--- src/rtl/sram_arbiter.sv ---
// Two-port arbiter and cycle sequencer for the external 512K x 16 async SRAM.
// Port A (stream DMA) has priority; port B is forced in after MAX_A_RUN A grants.
module sram_arbiter #(
   parameter int STROBE_CYC = 2,
   parameter int MAX_A_RUN  = 8
) (
   input  logic        clk,
   input  logic        rst,
   input  logic        a_req,
   input  logic        a_we,
   input  logic [1:0]  a_be,
   input  logic [18:0] a_adr,
   input  logic [15:0] a_wdata,
   output logic        a_ack,
   input  logic        b_req,
   input  logic        b_we,
   input  logic [1:0]  b_be,
   input  logic [18:0] b_adr,
   input  logic [15:0] b_wdata,
   output logic        b_ack,
   output logic [15:0] rdata,
   output logic        busy,
   output logic        owner,
   output logic [18:0] sram_adr,
   output logic [15:0] sram_dout,
   input  logic [15:0] sram_din,
   output logic        sram_t,
   output logic        cs_n,
   output logic        we_n,
   output logic        oe_n,
   output logic        ub_n,
   output logic        lb_n
);

   typedef enum logic [1:0] {IDLE, SETUP, STROBE, HOLD} state_t;

   state_t      state, state_nx;
   logic [3:0]  stb_cnt;
   logic [7:0]  run_cnt;
   logic        acc_we;
   logic [1:0]  acc_be;
   logic        grant, pick_b;
   logic        nx_we;
   logic [1:0]  nx_be;

   always_comb begin
      pick_b   = b_req && (!a_req || run_cnt == 8'(MAX_A_RUN));
      grant    = a_req || b_req;
      state_nx = state;
      case (state)
         IDLE:    if (grant) state_nx = SETUP;
         SETUP:   state_nx = STROBE;
         STROBE:  if (stb_cnt == 4'(STROBE_CYC - 1)) state_nx = HOLD;
         HOLD:    state_nx = IDLE;
         default: state_nx = IDLE;
      endcase
      // the winner's attributes must reach the pins on the same edge it is latched
      nx_we = acc_we;
      nx_be = acc_be;
      if (state == IDLE) begin
         nx_we = pick_b ? b_we : a_we;
         nx_be = pick_b ? b_be : a_be;
      end
   end

   // Pin controls are registered from the next state so the SRAM sees glitch-free strobes.
   always_ff @(posedge clk or negedge rst) begin
      if (!rst) begin
         state     <= IDLE;
         stb_cnt   <= '0;
         run_cnt   <= '0;
         acc_we    <= 1'b0;
         acc_be    <= 2'b00;
         owner     <= 1'b0;
         busy      <= 1'b0;
         a_ack     <= 1'b0;
         b_ack     <= 1'b0;
         rdata     <= '0;
         sram_adr  <= '0;
         sram_dout <= '0;
         sram_t    <= 1'b1;
         cs_n      <= 1'b1;
         we_n      <= 1'b1;
         oe_n      <= 1'b1;
         ub_n      <= 1'b1;
         lb_n      <= 1'b1;
      end else begin
         state   <= state_nx;
         stb_cnt <= (state == STROBE) ? 4'(stb_cnt + 4'd1) : 4'd0;
         if (state == IDLE && grant) begin
            owner    <= pick_b;
            acc_we   <= nx_we;
            acc_be   <= nx_be;
            sram_adr <= pick_b ? b_adr : a_adr;
            if (nx_we) sram_dout <= pick_b ? b_wdata : a_wdata;
            if (pick_b || !b_req)              run_cnt <= '0;
            else if (run_cnt != 8'(MAX_A_RUN)) run_cnt <= 8'(run_cnt + 8'd1);
         end
         if (state == STROBE && state_nx == HOLD && !acc_we) rdata <= sram_din;
         busy   <= (state_nx != IDLE);
         cs_n   <= (state_nx == IDLE);
         we_n   <= !(state_nx == STROBE && nx_we);
         oe_n   <= !(state_nx == STROBE && !nx_we);
         sram_t <= !(state_nx != IDLE && nx_we);
         ub_n   <= (state_nx == IDLE) || !nx_be[1];
         lb_n   <= (state_nx == IDLE) || !nx_be[0];
         a_ack  <= (state_nx == HOLD) && !owner;
         b_ack  <= (state_nx == HOLD) && owner;
      end
   end

endmodule

--- config.mk ---
export PLATFORM = sky130hd
export DESIGN_NAME = sram_arbiter
export DESIGN_NICKNAME = d
export VERILOG_FILES = /design/src/rtl/sram_arbiter.sv
export SDC_FILE = /design/constraint.sdc
export NUM_CORES = 1
export LEC_CHECK = 0
export BUFFER_PORTS_ARGS = -buffer_cell sky130_fd_sc_hd__buf_2
export CAP_MARGIN = 20
export CORE_ASPECT_RATIO = 2
export CORE_MARGIN = 3
export CORE_UTILIZATION = 51
export CTS_CLUSTER_SIZE = 30
export DETAILED_ROUTE_END_ITERATION = 6
export PLACE_DENSITY = 0.86
export SYNTH_ARGS = -nofsm -noshare
export SYNTH_HDL_FRONTEND = slang
export SYNTH_SLANG_ARGS = --single-unit
--- constraint.sdc ---
create_clock -name clk -period 4.4 [get_ports clk]
set_input_delay 0.44 -clock clk [delete_from_list [all_inputs] [get_ports clk]]
set_output_delay 0.44 -clock clk [all_outputs]
set_load 0.05 [all_outputs]
==> impl_summary.txt, run 1 <==
----------------------------------------------------
[Clock tree]
  Post-CTS Resized ... 0
  Clock latency on the worst-skew pair ... 0.33 ns
  Number of sinks driven by the clock tree ... just under 80
  Number of buffers created by CTS ... 9
  Clk root buf ... clkbuf_16
  Hold buffers post-CTS ... 0
  H-Tree Depth ... 3
  Max clock buf depth ... 2
  Post-CTS setup-driven buffer insertion count ... 0
  CTS tree ... built
  Clk slew on worst S/H paths ... 0.06 ns

[Logic synthesis]
  Compound-Gate Fraction of Synth Area ... approximately 7.5%
  Ranking of synthesized cells by area ... dfrtp_1 50%, mux2_2 6.8%, mux2_4 6.6%
  Dominant combinational cell family by area after synthesis ... multiplexers
  Summed instance area of the synthesized netlist ... about 3600 µm²
  Proportion of synthesized chip area in sequential cells ... 53.93%
  Area share of and/or/nand/nor cells after synthesis ... 8.781%
  List of most frequent post-synthesis cells ... 72 x dfrtp_1, 29 x nand2_1, 22 x mux2_2
  Count of flip-flops with a built-in enable after synthesis ... 0
  Portion of synthesized cell area occupied by the leading cell type ... between 40% and 50%
  Synthesized Nets ... 388
  Synth Area in Adders ... between 2 and 2.5%
  Most instantiated library cell after synthesis ... dfrtp_1
  Avg Synthesized Cell Area ... 12.75 µm²
  XOR/XNOR Fraction of Synth Area ... 1.928%
  Ys async rst share ... between 90% and 100%
  Unique cell type count in the Yosys netlist ... 41
  Mux share of post-synthesis cell area ... 22.31%
  Most used flip-flop cell after synthesis ... dfrtp_1
  Post-synth top area cell ... dfrtp_1
  Number of instances in the synthesized netlist ... between 200 and 300
  Warnings, synthesis ... 0
  Number of register bits inferred by synthesis ... 78

[STA]
  Clock Skews ... 0.004853 ns
  Post-Route Setup TNS ... 0 ns
  Unrepaired setup endpoints after global routing ... no
  Worst rel slew slack ... 37.39%
  Final critical-path share of the clock period ... a little under three fifths
  Finish-stage setup viols ... 0
  Number of endpoints with negative hold slack in the final report ... 0
  Max Clk Rate ... roughly 0.40 GHz
  Final period demand of the worst path ... between 2 and 2.5 ns
  Minimum hold slack ... 0.2436 ns
  Pin slew with the least headroom to its limit ... approximately 0.94 ns
  Final number of max-transition violations ... 0

[Die]
  Vert. Die Dim ... approximately 130 µm
  I/O pin cnt ... around 160
  Standard cell core area ... around 6800 µm²
  Starting density of the core ... between 50 and 60%
  Number of rows in the core area ... 42
  Die ar. ... between 8000 and 9000 µm²
  Chip Width ... 65.69 µm

[Drt]
  Remaining antenna violation count after routing ... 0
  Violation count after the first detailed-routing iteration ... between 100 and 150
  Number of vias per cell after detailed routing ... 5.168
  First drt pass iteration count ... 4
  Total number of vias ... 2770
  DRC violation count after routing ... 0
  Routed wire length ... around 8.5 mm
  DR WL/cell ... 15.94 µm

[Job]
  Max Cap Viol ... 0

[Critical path]
  Flop2flop setup slack ... 1.91 ns
  Type of destination of the critical path ... flip-flop
  Arrival time at the worst endpoint ... ~2.8 ns
  Depth of the worst register-to-register path ... 7
  Maximum fanout count along the critical path ... 21
  Setup Crit Path Kind ... flip-flop to flip-flop
  WP data required ... 4.65 ns
  Worst flop-to-flop path endpoint ... ub_n
  Startpoint of the most critical register-to-register path ... run_cnt[0]
  Crit start category ... flip-flop

[Cells and area]
  Area of combinational cells with multiple inputs ... 1564 µm²
  P&R area growth vs syn ... 30.92%
  Reg area ... 1959 µm²
  Fraction of final layout cells with drive strength greater than 1 ... 49.11%
  Final #Nets ... 547
  Count of fill cells added during filler insertion ... 498
  Antenna cell count ... 0

[Global route]
  Global-route wire length before repair ... around 14 mm
  Largest net degree at the start of global routing ... between 70 and 80
  Via count of the first global-routing pass ... 2986
  Number of antenna violations at the first check in global routing ... 0
  Aggregate global routing overflow ... 0
  Overall routing resource usage ... 21.89%

[Pwr]
  Cell Pwr Density ... approximately 830 nW/µm²
  Worst voltage drop across the vdd grid ... between 0.5 and 0.6 mV
  LEAKAGE ... ~0.0025 µW

[Place]
  GPL Wtd Cong ... 0.7975
  Quantity of I/O buffers inserted on ports ... between 150 and 200
  DPL Wire Length ... 6.489 mm

[Run status]
  Run status ... completed

[Hold path]
  Class of the tightest hold or removal check ... input pin to asynchronous set/reset pin

----------------------------------------------------
## worst max-delay path: stages, from the launching register on
cell	delay (ns)
dfrtp_1	0.40
inv_1	0.08
ha_1	0.19
and4bb_1	0.25
a21oi_4	0.57
buf_4	0.45
mux2i_1	0.15
a211o_1	0.31
## area by class of cell
class / instances / area share [%]
clock buffers: 14 / 5.339
clock inverters: 1 / 0.6312
inverters: 9 / 0.7102
multi-input cells: 187 / 32.88
flip-flops and latches: 78 / 41.19
well taps: 88 / 2.315
repair buffers: 159 / 16.94
## sequential cells by signal, indices dropped and copies added, names as in the netlist, named ones only
signal and cells:
b_ack 1, acc_be 2, ub_n 1, lb_n 1, run_cnt 8, we_n 1, busy 1, sram_adr 19
owner 1, oe_n 1, cs_n 1, sram_t 1, a_ack 1, rdata 16, state 2, sram_dout 16
stb_cnt 4
## worst max path at each step
stage	from	to	slack (ns)	cells past startpoint
global route	run_cnt[0]	acc_be[1]	1.74	7
floorplan	state[0]	rdata[10]	2.39	7
CTS	run_cnt[0]	ub_n	1.89	7
finish	run_cnt[0]	ub_n	1.91	7
detailed placement	run_cnt[0]	ub_n	1.89	7
global placement	state[0]	rdata[2]	1.92	6
## power breakdown
| group | switching, µW | internal [µW] | leakage, µW |
|---|---|---|---|
| logic | 1460 | 550 | 0.00140 |
| registers | 162 | 1050 | 0.000951 |
| clock network | 257 | 452 | 0.000137 |
| total | 1880 | 2050 | 0.00249 |
## per-stage QoR
stage | power, µW | cells | setup WS, ns | cell area, µm² | util, %
after floorplan | 2735 | 285 | 2.394 | 3633 | -
after global placement | 3162 | 520 | 1.924 | 4466 | 65.87
after detailed placement | 3234 | 521 | 1.895 | 4473 | 65.98
after CTS | 3961 | 536 | 1.892 | 4757 | 70.17
after global routing | 4134 | 536 | 1.739 | 4757 | 70.17
final | 3928 | 536 | 1.906 | 4757 | 70.17
## layer usage
metal,GRT usage [%],share of wire (%),vias up,routed length (µm)
met5,0,0,-,0
met4,11.12,2.0,0,175
met3,4.129,5.5,16,468
met2,39.05,56,113,4796
met1,23.63,36,1334,3103
li1,-,-,1307,-
## cells in the final DEF (no fill, tap or decap), types with 5 or more instances in the layout
master / n
o21ai_0: 13
mux2_4: 16
mux2_2: 22
xnor2_1: 5
nand2_1: 29
mux2i_1: 21
buf_2: 155
nor2_1: 10
o21ai_1: 11
ha_1: 7
dfstp_2: 6
mux2_1: 10
inv_1: 9
clkbuf_16: 9
dfrtp_1: 72
## cells by family (layout without fill, tap and decap cells)
kind of cell               after synthesis  in the layout
and+or+nand+nor                         63             63
xor gates and xnor gates                 8              8
buffers and inverters                   20            183
muxes                                   69             69
adders and majority gates                7              7
AOI/OAI and AO/OA                       40             40
DFF                                     78             78
Note: power is estimated with default switching activity, not from simulation.
==> inputs of run 2 (changes only) <==
- CORE_UTILIZATION: 51 -> 48
- PLACE_DENSITY: 0.86 -> 0.82
- clock period: 4.4 -> 2.3 ns (I/O delays scaled with it)
==> impl_summary.txt, run 2 (same netlist as run 1, synthesis figures left out) <==
----------------------------------------------------
[Global route]
  Number of antenna violations at the first check in global routing ... 0 (unchanged)
  Most congested layer reported by global routing ... met2
  Routing usage on met1 ... 20.70% (-2.9 points)
  Global Route met3 Usage ... 4.163% (+0.034 points)
  Largest net degree at the start of global routing ... 47 (-41%)
  Global-route wire length before repair ... 12.97 mm (-6.5%)
  Aggregate global routing overflow ... 0 (unchanged)
  Via count of the first global-routing pass ... 2801 (-6.2%)
  Met2 routing resource usage after global routing ... 36.19% (-2.9 points)
  Overall routing resource usage ... 20.18% (-1.7 points)

[Die]
  Number of rows in the core area ... 44 (+4.8%)
  I/O pin cnt ... 157 (unchanged)
  Starting density of the core ... 49.62% (-4.0 points)
  Vert. Die Dim ... 129.0 µm (+2.9%)
  Chip Width ... 67.52 µm (+2.8%)
  Die ar. ... 8713 µm² (+5.8%)
  Standard cell core area ... 7322 µm² (+8.0%)

[Cells and area]
  Top reg by flops ... sram_adr
  Reg area ... 1959 µm² (unchanged)
  Post-route insts no fill ... 547 (+2.1%)
  Antenna cell count ... 0 (unchanged)
  Number of flip-flops under the largest register name ... 19 (unchanged)
  Regs by FF count ... sram_adr: 19 flops, rdata: 16 flops, sram_dout: 16 flops
  Most used cells in the layout excluding fill and tap cells ... 155 x buf_2, 72 x dfrtp_1, 29 x nand2_1
  Count of fill cells added during filler insertion ... 567 (+14%)
  Leading cell type in the layout, fill and taps excluded ... buf_2
  Fraction of final layout cells with drive strength greater than 1 ... 50.55% (+1.4 points)
  P&R area growth vs syn ... 34.40%
  Final #Nets ... 553 (+1.1%)
  Area of combinational cells with multiple inputs ... 1564 µm² (unchanged)

[Place]
  GPL Wtd Cong ... 0.9005 (+13%)
  DPL Wire Length ... 6.473 mm (-0.24%)
  Quantity of I/O buffers inserted on ports ... 156 (unchanged)
  Placed Cells ... 529 (+1.5%)

[Critical path]
  Slowest stage cell, crit path ... dfrtp_1
  Setup Crit Path Kind ... flip-flop to flip-flop
  Flop2flop setup slack ... 0.19 ns (-1.71 ns)
  Most frequent CP cell ... mux2_2
  Largest stage delay on the critical path ... 0.41 ns (-0.16 ns)
  Type of destination of the critical path ... flip-flop
  Worst flop-to-flop path endpoint ... sram_dout[4]
  WP data required ... 2.52 ns (-2.13 ns)
  Maximum fanout count along the critical path ... 37 (+76%)
  Arrival time at the worst endpoint ... 2.32 ns (-0.43 ns)
  Crit start category ... flip-flop
  Delay-heaviest family, CP ... multiplexers
  Cell Chain, Critical Path ... inv_1 -> ha_1 -> and4bb_1 -> a21oi_4 -> buf_12 -> mux2_2 -> mux2_2
  Total buffers and inverters traversed by the critical path ... 2 (unchanged)
  Depth of the worst register-to-register path ... 7 (unchanged)
  Startpoint of the most critical register-to-register path ... run_cnt[0]

[STA]
  Post-Route Setup TNS ... 0 ns (unchanged)
  Unrepaired setup endpoints after global routing ... no
  Number of endpoints with negative hold slack in the final report ... 0 (unchanged)
  Final critical-path share of the clock period ... 91.54% (+35 points)
  Final number of max-transition violations ... 0 (unchanged)
  Worst rel slew slack ... 62.48% (+25 points)
  Final period demand of the worst path ... 2.105 ns (-0.3888 ns)
  Pin slew with the least headroom to its limit ... 0.5628 ns (-0.3763 ns)
  Finish-stage setup viols ... 0 (unchanged)
  Max Clk Rate ... 0.4750 GHz (+18%)
  Clock Skews ... 0.005838 ns (+0.0009849 ns)
  Minimum hold slack ... 0.1104 ns (-0.1332 ns)

[Clock tree]
  Clock latency on the worst-skew pair ... 0.33 ns (about the same)
  Number of buffers created by CTS ... 9 (unchanged)
  Clk slew on worst S/H paths ... 0.06 ns (about the same)
  H-Tree Depth ... 3 (unchanged)
  CTS tree ... built
  Number of sinks driven by the clock tree ... 78 (unchanged)
  Clk root buf ... clkbuf_16
  Post-CTS Resized ... 0 (unchanged)
  Max clock buf depth ... 2 (unchanged)

[Pwr]
  Worst voltage drop across the vdd grid ... 0.9767 mV (+87%)
  Cell Pwr Density ... 1579 nW/µm² (+91%)
  Sum of internal, switching and leakage power ... 7711 µW (+96%)
  LEAKAGE ... 0.002548 µW (+2.4%)

[Job]
  Max Cap Viol ... 0 (unchanged)

[Drt]
  Routed wire length ... 8.368 mm (-2.1%)
  Number of vias per cell after detailed routing ... 5.064 (-2.0%)
  First drt pass iteration count ... 4 (unchanged)
  DRC violation count after routing ... 0 (unchanged)
  DR WL/cell ... 15.30 µm (-4.0%)
  Violation count after the first detailed-routing iteration ... 109 (-16%)
  Remaining antenna violation count after routing ... 0 (unchanged)
  Total number of vias ... 2770 (unchanged)

[Hold path]
  Worst hold endpoint ... rdata[9]
  Worst hold start ... sram_din[9]
  Worst Hold Path Cells ... 2
  Class of the tightest hold or removal check ... input pin to flip-flop

[Run status]
  Run status ... completed

----------------------------------------------------
## run 2: report_power, final
group / internal [µW] / switching, µW
logic: 1080 / 2760
registers: 2000 / 320
clock network: 986 / 557
## run 2: worst max-delay path by stage
stage          startpoint           end  slack (ns)  cells past startpoint
2_1_floorplan    state[0]     rdata[10]        0.29                      7
3_3_place_gp   run_cnt[0]  sram_dout[0]        0.19                      6
3_5_place_dp   run_cnt[0]  sram_dout[2]        0.09                      6
4_1_cts        run_cnt[1]  sram_dout[2]        0.08                      6
5_1_grt        run_cnt[0]  sram_dout[2]        0.09                      7
6_report       run_cnt[0]  sram_dout[4]        0.19                      7
## run 2: what timing repair did
item	4_1_cts	5_1_grt
hold endpoints to repair	40	0
endpoints found under the setup margin	0	8
hold buffers	1	0
setup buffers	0	1
## run 2: cell type report
| class | count | area share [%] |
|---|---|---|
| Clock buffer | 10 | 4.894 |
| Inverter | 9 | 0.6918 |
| Tap cell | 92 | 2.357 |
| Multi-Input combinational cell | 187 | 32.03 |
| Clock inverter | 6 | 1.922 |
| Timing Repair Buffer | 165 | 17.99 |
| Sequential cell | 78 | 40.12 |
## run 2: through the flow
stage | setup slack, ns | instance area [µm²] | util (%)
after floorplan | 0.2943 | 3633 | -
after global placement | 0.1910 | 4521 | 61.74
after detailed placement | 0.08962 | 4521 | 61.74
after CTS | 0.07852 | 4863 | 66.42
after global routing | 0.08659 | 4883 | 66.70
final | 0.1947 | 4883 | 66.70
## run 2: per-layer routing
| metal | share of wire, % | wire, µm |
|---|---|---|
| met1 | 35 | 2893 |
| met2 | 56 | 4726 |
| met3 | 5.6 | 470 |
| met4 | 3.3 | 278 |
| met5 | 0 | 0 |
==> inputs of run 3 (changes only) <==
- BUFFER_PORTS_ARGS: -buffer_cell sky130_fd_sc_hd__buf_2 -> default
- CAP_MARGIN: 20 -> 25
- CORE_UTILIZATION: 48 -> 63
- DONT_BUFFER_PORTS: default -> 1
- PLACE_DENSITY: 0.82 -> 0.8
==> impl_summary.txt, run 3 (same netlist as run 1, synthesis figures left out) <==
----------------------------------------------------
[Global route]
  Number of antenna violations at the first check in global routing ... 0 (unchanged)
  Global-route wire length before repair ... 11.10 mm (-14%)
  Largest net degree at the start of global routing ... 79 (+68%)
  Aggregate global routing overflow ... 0 (unchanged)
  Overall routing resource usage ... 21.93% (+1.8 points)
  Via count of the first global-routing pass ... 2297 (-18%)

[Die]
  Vert. Die Dim ... 113.4 µm (-12%)
  I/O pin cnt ... 157 (unchanged)
  Chip Width ... 59.70 µm (-12%)
  Number of rows in the core area ... 38 (-14%)
  Die ar. ... 6770 µm² (-22%)
  Starting density of the core ... 65.88% (+16 points)
  Standard cell core area ... 5515 µm² (-25%)

[Cells and area]
  Fraction of final layout cells with drive strength greater than 1 ... 23.75% (-27 points)
  P&R area growth vs syn ... 9.022%
  Top reg by flops ... sram_adr
  Regs by FF count ... sram_adr: 19 flops, rdata: 16 flops, sram_dout: 16 flops
  Antenna cell count ... 0 (unchanged)
  Final Core Density ... 71.82% (+5.1 points)
  Leading cell type in the layout, fill and taps excluded ... dfrtp_1
  Most used cells in the layout excluding fill and tap cells ... 72 x dfrtp_1, 29 x nand2_1, 22 x mux2_2
  Final #Nets ... 397 (-28%)
  Number of flip-flops under the largest register name ... 19 (unchanged)

[Critical path]
  Arrival time at the worst endpoint ... 2.37 ns (+0.05 ns)
  Largest stage delay on the critical path ... 0.42 ns (about the same)
  Maximum fanout count along the critical path ... 37 (unchanged)
  Setup Crit Path Kind ... flip-flop to flip-flop
  Most frequent CP cell ... mux2_2
  Total buffers and inverters traversed by the critical path ... 2 (unchanged)
  Slowest stage cell, crit path ... dfrtp_1
  WP data required ... 2.53 ns (about the same)
  Delay-heaviest family, CP ... multiplexers
  Cell Chain, Critical Path ... inv_1 -> ha_1 -> and4bb_1 -> a21oi_4 -> buf_12 -> mux2_2 -> mux2_2
  Type of destination of the critical path ... flip-flop
  Crit start category ... flip-flop

[Clock tree]
  Max clock buf depth ... 2 (unchanged)
  Clk slew on worst S/H paths ... 0.08 ns (+0.02 ns)
  Clk root buf ... clkbuf_8
  Clock latency on the worst-skew pair ... 0.35 ns (+0.02 ns)
  Number of buffers created by CTS ... 9 (unchanged)
  CTS tree ... built
  H-Tree Depth ... 3 (unchanged)
  Number of sinks driven by the clock tree ... 78 (unchanged)

[STA]
  Final number of max-transition violations ... 0 (unchanged)
  Finish-stage setup viols ... 0 (unchanged)
  Max Clk Rate ... 0.4669 GHz (-1.7%)
  Pin slew with the least headroom to its limit ... 0.5282 ns (-0.03468 ns)
  Clock Skews ... 0.009334 ns (+0.003496 ns)
  Final period demand of the worst path ... 2.142 ns (+0.03664 ns)
  Final critical-path share of the clock period ... 93.13% (+1.6 points)
  Unrepaired setup endpoints after global routing ... no
  Post-Route Setup TNS ... 0 ns (unchanged)
  Worst rel slew slack ... 64.79% (+2.3 points)
  Minimum hold slack ... 0.01552 ns (-0.09488 ns)
  Number of endpoints with negative hold slack in the final report ... 0 (unchanged)

[Drt]
  DR WL/cell ... 20.03 µm (+31%)
  Routed wire length ... 7.189 mm (-14%)
  Total number of vias ... 2192 (-21%)
  First drt pass iteration count ... 4 (unchanged)
  Remaining antenna violation count after routing ... 0 (unchanged)
  DRC violation count after routing ... 0 (unchanged)
  Violation count after the first detailed-routing iteration ... 110 (+0.92%)
  Number of vias per cell after detailed routing ... 6.106 (+21%)

[Hold path]
  Class of the tightest hold or removal check ... input pin to flip-flop

[Run status]
  Run status ... completed

[Pwr]
  LEAKAGE ... 0.001870 µW (-27%)
  Cell Pwr Density ... 1679 nW/µm² (+6.3%)
  Worst voltage drop across the vdd grid ... 1.514 mV (+55%)

[Place]
  Quantity of I/O buffers inserted on ports ... 0 (-100%)
  DPL Wire Length ... 5.291 mm (-18%)
  GPL Wtd Cong ... 0.7560 (-16%)

[Job]
  Max Cap Viol ... 0 (unchanged)

----------------------------------------------------
==> run 3: stage by stage <==
stage	instance area, µm²	power (µW)	cells	worst slack, ns
global route	3961	6996	359	0.06535
global placement	3675	5497	338	0.1768
CTS	3931	6679	357	0.08866
detailed placement	3675	5598	338	0.09524
finish	3961	6651	359	0.1580
floorplan	3633	5233	285	0.2943
==> run 3: repair_timing <==
action                                  CTS  global route
buffers inserted                          0             1
resized for setup                         0             0
endpoints found under the setup margin    0             8
hold buffers                              3             1
endpoints found under the hold margin    79             1
==> run 3: where the power goes <==
group	switching, µW	internal (µW)
Sequential	2270	1980
Clock	480	565
Combinational	672	687
Total	3420	3230
==> run 3: worst paths after layout <==
check / cells past startpoint / to / from / slack, ns
max: 7 / sram_dout[1] / run_cnt[0] / 0.16
min: 1 / rdata[11] / sram_din[11] / 0.02
max reg2reg: 7 / sram_dout[1] / run_cnt[0] / 0.16
min reg2reg: 2 / acc_be[0] / acc_be[0] / 0.49
max in group asynchronous: 2 / lb_n / rst / 1.54
min in group asynchronous: 2 / state[1] / rst / 0.43
==> run 3: cell type report <==
| cell class | instances | area [µm²] |
|---|---|---|
| Timing Repair Buffer | 9 | 120.1 |
| Inverter | 9 | 33.78 |
| Sequential cell | 78 | 1959 |
| Multi-Input combinational cell | 187 | 1564 |
| Clock buffer | 12 | 155.1 |
| Fill cell | 375 | 1554 |
| Tap cell | 60 | 75.07 |
| Clock inverter | 4 | 53.80 |
==> run 3: metal layers <==
metal	vias up	track usage (%)	part of all wire, %
met2	119	37.93	54
met1	1055	24.49	36
met4	0	8.284	1.5
met5	-	0	0
li1	1008	-	-
met3	10	6.455	8.1
